**src/rtl/sdram_result_writer_if.sv**
```systemverilog
// Bundle of the result-entry stream and the bridge write channel used by
// sdram_result_writer. The master side is the writer, the slave side is the
// combined upstream producer and bridge.
interface sdram_result_writer_if #(
   parameter int INTERFACE_WIDTH_BITS = 128,
   parameter int INTERFACE_ADDR_BITS  = 26
);
   // Upstream entry stream
   logic                                in_valid;
   logic [31:0]                         in_data;
   logic                                in_ready;
   logic                                flush;
   // Bridge write channel
   logic [INTERFACE_ADDR_BITS-1:0]      interface_address;
   logic [INTERFACE_WIDTH_BITS/8-1:0]   interface_byte_enable;
   logic                                interface_write;
   logic [INTERFACE_WIDTH_BITS-1:0]     interface_write_data;
   logic                                interface_acknowledge;

   modport master (
      input  in_valid, in_data, flush, interface_acknowledge,
      output in_ready, interface_address, interface_byte_enable,
             interface_write, interface_write_data
   );

   modport slave (
      output in_valid, in_data, flush, interface_acknowledge,
      input  in_ready, interface_address, interface_byte_enable,
             interface_write, interface_write_data
   );
endinterface

```
**src/rtl/sdram_result_writer.sv**
```systemverilog
// Packs 32-bit classifier result entries four to a 128-bit bridge word and
// writes each word into a circular SDRAM results region. A flush pushes out a
// partially filled word with only the filled lanes byte-enabled.
module sdram_result_writer #(
   parameter int                               INTERFACE_WIDTH_BITS = 128,
   parameter int                               INTERFACE_ADDR_BITS  = 26,
   parameter logic [INTERFACE_ADDR_BITS-1:0]   BASE_ADDR            = 'h0200000,
   parameter int                               NUM_WORDS            = 64
) (
   input  logic                 clk,
   input  logic                 reset,
   sdram_result_writer_if.master bus,
   output logic                 busy,
   output logic                 wrapped,
   output logic [15:0]          words_written
);

   localparam int BE_W = INTERFACE_WIDTH_BITS / 8;

   localparam logic [0:0] S_FILL  = 1'b0;
   localparam logic [0:0] S_WRITE = 1'b1;

   logic [0:0]                       state;
   logic [2:0]                       lane_cnt;
   logic [15:0]                      word_idx;
   logic [INTERFACE_ADDR_BITS-1:0]   addr_q;
   logic [BE_W-1:0]                  be_q;
   logic [INTERFACE_WIDTH_BITS-1:0]  data_q;
   logic                             ready_q;

   logic accept;
   logic last_lane;
   logic go_write;
   logic done;
   logic at_last_word;

   // Handshake decode; in_ready is registered so no input reaches an output combinationally
   always_comb begin
      accept       = bus.in_valid && ready_q;
      last_lane    = accept && (lane_cnt == 3'd3);
      go_write     = last_lane || (bus.flush && ((lane_cnt != 3'd0) || accept));
      done         = (state == S_WRITE) && bus.interface_acknowledge;
      at_last_word = (word_idx == 16'(NUM_WORDS - 1));
   end

   // Fill/write sequencing, lane packing, region address and completion counters
   always_ff @(posedge clk) begin
      if (reset) begin
         state         <= S_FILL;
         lane_cnt      <= 3'd0;
         word_idx      <= 16'd0;
         addr_q        <= BASE_ADDR;
         be_q          <= '0;
         data_q        <= '0;
         ready_q       <= 1'b0;
         wrapped       <= 1'b0;
         words_written <= 16'd0;
      end else begin
         wrapped <= 1'b0;
         case (state)
            S_FILL: begin
               ready_q <= 1'b1;
               if (accept) begin
                  data_q[32*lane_cnt[1:0] +: 32] <= bus.in_data;
                  be_q[4*lane_cnt[1:0] +: 4]     <= 4'hF;
                  lane_cnt                       <= lane_cnt + 3'd1;
               end
               // A flush on the same edge as the fourth entry folds into the full write
               if (go_write) begin
                  state   <= S_WRITE;
                  ready_q <= 1'b0;
               end
            end
            S_WRITE: begin
               if (done) begin
                  state         <= S_FILL;
                  ready_q       <= 1'b1;
                  lane_cnt      <= 3'd0;
                  be_q          <= '0;
                  data_q        <= '0;
                  words_written <= words_written + 16'd1;
                  if (at_last_word) begin
                     word_idx <= 16'd0;
                     addr_q   <= BASE_ADDR;
                     wrapped  <= 1'b1;
                  end else begin
                     word_idx <= word_idx + 16'd1;
                     addr_q   <= addr_q + INTERFACE_ADDR_BITS'(16);
                  end
               end
            end
            default: begin
               state   <= S_FILL;
               ready_q <= 1'b0;
            end
         endcase
      end
   end

   // Outputs are decoded from registered state only
   always_comb begin
      bus.in_ready              = ready_q;
      bus.interface_write       = (state == S_WRITE);
      bus.interface_address     = addr_q;
      bus.interface_byte_enable = be_q;
      bus.interface_write_data  = data_q;
      busy                      = (state == S_WRITE) || (lane_cnt != 3'd0);
   end

endmodule

```
**src/flat_wrapper.sv**
```systemverilog
// flat-port wrapper written by rule: the top's interface ports become plain ports
module sdram_result_writer_flat 
#(
   parameter int                               INTERFACE_WIDTH_BITS = 128,
   parameter int                               INTERFACE_ADDR_BITS  = 26,
   parameter logic [INTERFACE_ADDR_BITS-1:0]   BASE_ADDR            = 'h0200000,
   parameter int                               NUM_WORDS            = 64
)
  (clk, reset, busy, wrapped, words_written, bus_in_valid, bus_in_data, bus_flush, bus_interface_acknowledge, bus_in_ready, bus_interface_address, bus_interface_byte_enable, bus_interface_write, bus_interface_write_data);
  sdram_result_writer_if #(.INTERFACE_WIDTH_BITS(INTERFACE_WIDTH_BITS), .INTERFACE_ADDR_BITS(INTERFACE_ADDR_BITS)) bus_i ();
  input  logic clk;
  input  logic reset;
  output logic busy;
  output logic wrapped;
  output logic [15:0] words_written;
  input wire logic [$bits(bus_i.in_valid)-1:0] bus_in_valid;
  input wire logic [$bits(bus_i.in_data)-1:0] bus_in_data;
  input wire logic [$bits(bus_i.flush)-1:0] bus_flush;
  input wire logic [$bits(bus_i.interface_acknowledge)-1:0] bus_interface_acknowledge;
  output wire logic [$bits(bus_i.in_ready)-1:0] bus_in_ready;
  output wire logic [$bits(bus_i.interface_address)-1:0] bus_interface_address;
  output wire logic [$bits(bus_i.interface_byte_enable)-1:0] bus_interface_byte_enable;
  output wire logic [$bits(bus_i.interface_write)-1:0] bus_interface_write;
  output wire logic [$bits(bus_i.interface_write_data)-1:0] bus_interface_write_data;
  assign bus_i.in_valid = bus_in_valid;
  assign bus_i.in_data = bus_in_data;
  assign bus_i.flush = bus_flush;
  assign bus_i.interface_acknowledge = bus_interface_acknowledge;
  assign bus_in_ready = bus_i.in_ready;
  assign bus_interface_address = bus_i.interface_address;
  assign bus_interface_byte_enable = bus_i.interface_byte_enable;
  assign bus_interface_write = bus_i.interface_write;
  assign bus_interface_write_data = bus_i.interface_write_data;
  sdram_result_writer #(.INTERFACE_WIDTH_BITS(INTERFACE_WIDTH_BITS), .INTERFACE_ADDR_BITS(INTERFACE_ADDR_BITS), .BASE_ADDR(BASE_ADDR), .NUM_WORDS(NUM_WORDS)) u_core (.clk(clk), .reset(reset), .bus(bus_i), .busy(busy), .wrapped(wrapped), .words_written(words_written));
endmodule
```
**config.mk**
```make
export PLATFORM = sky130hd
export DESIGN_NAME = sdram_result_writer_flat
export DESIGN_NICKNAME = d
export VERILOG_FILES = /design/src/rtl/sdram_result_writer_if.sv /design/src/rtl/sdram_result_writer.sv /design/src/flat_wrapper.sv
export SDC_FILE = /design/constraint.sdc
export NUM_CORES = 1
export LEC_CHECK = 0
export ABC_CLOCK_PERIOD_IN_PS = 5700
export CORE_ASPECT_RATIO = 2
export CORE_UTILIZATION = 52
export DETAILED_ROUTE_END_ITERATION = 7
export GPL_TIMING_DRIVEN = 0
export PLACE_DENSITY = 0.92
export SYNTH_ARGS = -nofsm -noshare
export SYNTH_HDL_FRONTEND = slang
export SYNTH_SLANG_ARGS = --single-unit
```
**constraint.sdc**
```tcl
create_clock -name clk -period 5.7 [get_ports clk]
set_input_delay 1.14 -clock clk [delete_from_list [all_inputs] [get_ports clk]]
set_output_delay 1.14 -clock clk [all_outputs]
set_load 0.02 [all_outputs]
```
# Word-level counts from Yosys, hierarchy flattened
# Cells that the tools add are included.
[totals]
reg_bits = 208
latch_bits = 0
ram_bits = 0
romBits = 0
inputBits = 37
out_inout_bits = 190
elab_cells = 56
memories = 0
[classes]
addsub = 6
multipliers = 0
div = 0
magnitude_cmp = 0
eq_ne = 4
shift = 4
mux = 20
n_bitwise = 2
n_reduce_logical = 11
[ops]
columns = ["operator", "count"]
rows = [
  ["$mux 128", 2],
  ["$pmux 128 s2", 1],
  ["$bwmux 128", 1],
  ["$shift 32x34->128 const A", 1],
  ["$shiftx 32x34->128", 1],
  ["$mux 16", 3],
  ["$neg 4->34", 1],
  ["$neg 7->34", 1],
  ["$shift 4x34->16 const A", 1],
  ["$shiftx 4x34->16 const A", 1],
  ["$add 16x1->16 const B", 2],
  ["$pmux 16 s2", 1],
  ["$add 26x5->26 const B", 1],
  ["$mux 26", 1],
  ["$bwmux 16", 1],
  ["$eq 16x6->1 const B", 1],
  ["$mux 3", 2],
  ["$pmux 3 s2", 1],
  ["$mux 1", 5],
  ["$logic_and 1x1->1", 4],
  ["$pmux 1 s2", 2],
  ["$reduce_and 2->1", 2],
  ["$add 3x1->3 const B", 1],
  ["$eq 3x2->1 const B", 1],
  ["6 further kinds", 9],
]

# Logic depth before layout (Yosys ltp)
[depth]
depth_word = 6
ltp_mapped = 9
mapped_depth_nobuf = 6

# Least setup slack after synthesis
# Ideal clock, no wire load.
[synth_timing]
path_kind = "input to register"
start = "in bus_in_valid"
end = "reg u_core.data_q[76] (netlist: u_core.bus.interface_write_data[76])"
setup_ns = 0.128
arrival_time_ns = 2.265
required_time_ns = 5.572
slack_ns = 3.308
path_stages = 8
path_buffers = 4
path_cell_list = "buf_2 -> and4b_1 -> buf_6 -> or2_1 -> clkbuf_2 -> buf_4 -> a31oi_1 -> nor2_1"
[synth_between]
elab_chain_len = 3
[synth_lines]
columns = ["element", "line_no", "rtl"]
rows = [
  ["start, declared", "flat_wrapper.sv:16", "input wire logic [$bits(bus_i.in_valid)-1:0] bus_in_valid;"],
  ["$logic_and 1x1->1", "sdram_result_writer.sv:39", "accept = bus.in_valid && ready_q;"],
  ["$ne 2x1->1 (no line)", "--", ""],
  ["$reduce_and 2->1 (no line)", "--", ""],
  ["end signal, assigned by index", "sdram_result_writer.sv:64", "data_q[32*lane_cnt[1:0] +: 32] <= bus.in_data;"],
  ["end, declared", "sdram_result_writer.sv:28", "logic [INTERFACE_WIDTH_BITS-1:0] data_q;"],
]
# Every way passes these cells.
# A chain may end at the register's enable or synchronous reset.

# Worst setup path after layout
[layout_timing]
start = "reg u_core.lane_cnt[0]"
end = "out busy"
[layout_between]
elab_chain_len = 2
[layout_lines]
columns = ["element", "line_no", "rtl"]
rows = [
  ["start, declared", "sdram_result_writer.sv:24", "logic [2:0] lane_cnt;"],
  ["start signal, assigned", "sdram_result_writer.sv:66", "lane_cnt <= lane_cnt + 3'd1;"],
  ["$reduce_bool 3->1", "sdram_result_writer.sv:107", "busy = (state == S_WRITE) || (lane_cnt != 3'd0);"],
  ["$logic_or 1x1->1", "sdram_result_writer.sv:107", ""],
  ["end, declared", "flat_wrapper.sv:13", "output logic busy;"],
]
# Every way passes these cells.

==> impl_metrics.json <==
{
  "global_router_s_overall_resource_usage_pct": 31.9,
  "synthMostInstantiatedCell": "sky130_fd_sc_hd__dfxtp_1",
  "routed_via_density": 5.80,
  "die_w_um": 91.4,
  "rsz_0062_raised_after_global_routing": "false",
  "ys_seq_elements": 192,
  "worst-setup-path-type": "reg2out",
  "cts_buffers": 17,
  "synthCells": 941,
  "cp_data_arrival_time_ns": 2.08,
  "grt_pass1_wl_um": 41300,
  "die_h_um": 181,
  "sw_frac_of_total_pct": 26.8,
  "cts.hold.buffers_added": 0,
  "pwr-share-seq_pct": 47.4,
  "required_time_of_the_critical_path_ns": 4.56,
  "first_iter_violations": 389,
  "cts_num_sinks": 192,
  "share_comb_of_total_power_pct": 13.0,
  "peak_supply_drop_v": 0.000243,
  "fin_tns_setup_ns": 0,
  "floorplan.core_area_um2": 15700,
  "flow.area_growth_from_synthesis_pct": 36.5,
  "layout_worst_path_cycle_share_pct": 56.5,
  "critical_path.max_fanout": 7,
  "via_count_of_the_first_global_routing_pass": 7947,
  "fin_cells": 1398,
  "drt_drc_violations_left": 0,
  "final_net_count": 1230,
  "ios": 227,
  "max_transition_viols_final": 0,
  "critPathCaptureType": "primary output",
  "overflow": 0,
  "synth.lib_cells_used.distinct": 52,
  "timing.slew.headroom_pct": 44.1,
  "clk_path_buf_depth": 2,
  "yosys_warnings": 0,
  "ys_dominant_reg_cell": "sky130_fd_sc_hd__dfxtp_1",
  "netlist_top_cells_area": "sky130_fd_sc_hd__dfxtp_1 (46%), sky130_fd_sc_hd__nor2_1 (6.2%), sky130_fd_sc_hd__nor3b_1 (5.8%), sky130_fd_sc_hd__a31oi_1 (4.9%), sky130_fd_sc_hd__mux2i_1 (4.0%)",
  "share_clk_of_total_power_pct": 39.6,
  "result_of_the_run": "finished, final reports clean",
  "cap_viol_max_count": 0,
  "core.rowCount": 65,
  "place.gp.congestion": 0.918,
  "period_needed_ns": 3.22,
  "ys_async_sr_fraction_pct": 0,
  "drtAntennaViolNets": 0,
  "pre_cts_ws_ns": 2.39,
  "synth_edf_count": 0,
  "grt_antenna_before_repair": 1,
  "hold_path_class": "reg2reg",
  "layout_setup_ws_ns": 2.48,
  "placement.io_buffers": 220,
  "yosysTopAreaCell": "sky130_fd_sc_hd__dfxtp_1",
  "cells_after_dpl": 1365,
  "cts.repair_timing.setup_buffer_count": 0,
  "cts_repair_resize_count": 0,
  "detailed_route_wire_length_um": 26400,
  "detail_route.wl_per_cell_um": 18.9,
  "setup_viol": 0,
  "final_layout_size_suffix_gt1_share_pct": 8.53,
  "grt_max_degree": 18,
  "max_freq_ghz": 0.310,
  "cellLeakagePower_nw": 4.13,
  "clk_transition_reported_paths_ns": 0.07,
  "p_total_mw": 2.92,
  "power_density_nw_per_um2": 257,
  "crit_path_start_kind": "flop",
  "fin_worst_skew_ns": 0.0142,
  "finalHoldWorstSlack_ns": 0.456,
  "cts_tree": "yes",
  "detailroute.via_count": 8113,
  "synthTopCellsByCount": "sky130_fd_sc_hd__dfxtp_1 (192), sky130_fd_sc_hd__nor2_1 (138), sky130_fd_sc_hd__a31oi_1 (65)",
  "p_int_mw": 2.13,
  "mappedNetlistArea_um2": 8310,
  "detailed_place_hpwl_um": 19300,
  "total_switching_power_mw": 0.783,
  "synthDominantCellAreaShare_pct": 46.3,
  "clockRootBuffer": "sky130_fd_sc_hd__clkbuf_16",
  "syn_avg_cell_area_um2": 8.83,
  "worst-slew-pin-transition_ns": 0.838,
  "die_area_um2": 16500,
  "clkLatencyLatePin_ns": 0.44,
  "start_util_pct": 52.9,
  "final_hold_viol_count": 0,
  "clock_tree.htree_level_count": 4,
  "synth-seq-area-share_pct": 46.3,
  "drt_first_pass_iters": 5
}
-- flip-flops by register name, summed over array words and instances, names as in the netlist --
name	count
u_core.bus.interface_byte_enable	4
u_core.bus.in_ready	1
u_core.wrapped	1
u_core.words_written	16
u_core.bus.interface_address	22
u_core.lane_cnt	3
u_core.word_idx	16
u_core.bus.interface_write	1
u_core.bus.interface_write_data	128
-- critical path, cell delays in order (launching register included) --
cell	delay (ns)
sky130_fd_sc_hd__dfxtp_1	0.46
sky130_fd_sc_hd__inv_1	0.16
sky130_fd_sc_hd__ha_1	0.27
sky130_fd_sc_hd__nand3_1	0.11
sky130_fd_sc_hd__clkdlybuf4s50_1	0.64
-- cell type report --
| type | instances | area, um^2 |
|---|---|---|
| fillers | 1153 | 4360 |
| inverters | 6 | 22.5 |
| plain buffers | 97 | 548 |
| flip-flops and latches | 192 | 3840 |
| multi-input cells | 649 | 3910 |
| diodes | 1 | 2.50 |
| clock buffers | 19 | 433 |
| repair buffers | 220 | 2200 |
| clock inverters | 13 | 129 |
| well taps | 201 | 251 |
-- metal layers --
layer | global-route usage [%] | vias to the layer above | wire, um
li1 | - | 3762 | -
met1 | 30.9 | 3854 | 9060
met2 | 58.9 | 382 | 14000
met3 | 6.48 | 115 | 1550
met4 | 22.4 | 0 | 1740
met5 | 0 | - | 0
-- cells by family after synthesis --
| family | share of synthesized area (%) |
|---|---|
| flip-flops | 46.3 |
| AO/OA/AOI/OAI | 10.7 |
| other | 0.0451 |
| buffers and inverters | 6.87 |
| adder cells (fa/ha/maj) | 1.51 |
| XOR/XNOR | 3.06 |
| multiplexers | 3.98 |
| AND/OR/NAND/NOR | 27.6 |
-- per-stage QoR --
stage | util, % | area, um^2
finish | 72.2 | 11300
global route | 72.2 | 11300
CTS | 72.2 | 11300
detailed placement | 68.6 | 10800
global placement | 68.6 | 10800
floorplan | - | 8320
-- power by group through the flow --
stage / Clock, mW / Combinational, mW / Sequential, mW
final: 1.15 / 0.378 / 1.38
after global routing: 1.21 / 0.403 / 1.39
after CTS: 1.16 / 0.377 / 1.38
after detailed placement: 0 / 0.374 / 1.41
after global placement: 0 / 0.369 / 1.41
after floorplan: 0 / 0.194 / 1.44
-- layout by cell type, fill, tap and decap left out, types with 3 or more instances in the layout --
cell                                n
sky130_fd_sc_hd__conb_1             4
sky130_fd_sc_hd__buf_4             19
sky130_fd_sc_hd__or3_1             13
sky130_fd_sc_hd__inv_6              5
sky130_fd_sc_hd__a21oi_1           59
sky130_fd_sc_hd__and3_1             7
sky130_fd_sc_hd__o21ai_0           12
sky130_fd_sc_hd__clkbuf_16         17
sky130_fd_sc_hd__clkinv_4           4
sky130_fd_sc_hd__dfxtp_1          192
sky130_fd_sc_hd__nor2_1           138
sky130_fd_sc_hd__nand3_1           42
sky130_fd_sc_hd__inv_1              6
sky130_fd_sc_hd__nand4_1           16
sky130_fd_sc_hd__nand2_1           57
sky130_fd_sc_hd__clkbuf_1          39
sky130_fd_sc_hd__o31ai_1            8
sky130_fd_sc_hd__clkdlybuf4s50_1  220
sky130_fd_sc_hd__and4b_1            3
sky130_fd_sc_hd__buf_2             29
sky130_fd_sc_hd__nor3b_1           64
sky130_fd_sc_hd__a31oi_1           65
sky130_fd_sc_hd__xnor2_1            8
sky130_fd_sc_hd__nor3_1             3
sky130_fd_sc_hd__and2_1            36
sky130_fd_sc_hd__nor4_1             4
sky130_fd_sc_hd__buf_6             10
sky130_fd_sc_hd__xor2_1            21
sky130_fd_sc_hd__ha_1              10
sky130_fd_sc_hd__or4_1              8
sky130_fd_sc_hd__and4_1            10
sky130_fd_sc_hd__mux2i_1           33
-- final timing paths --
path	startpoint	end	slack, ns	cells after the start
setup / recovery	u_core.lane_cnt[0]	busy	2.48	4
hold / removal	u_core.bus.interface_write_data[118]	u_core.bus.interface_write_data[118]	0.46	2
setup reg to reg	u_core.lane_cnt[0]	u_core.bus.interface_write_data[3]	3.22	7
hold reg to reg	u_core.bus.interface_write_data[118]	u_core.bus.interface_write_data[118]	0.46	2
No activity file was read; power rests on OpenSTA's default activity.
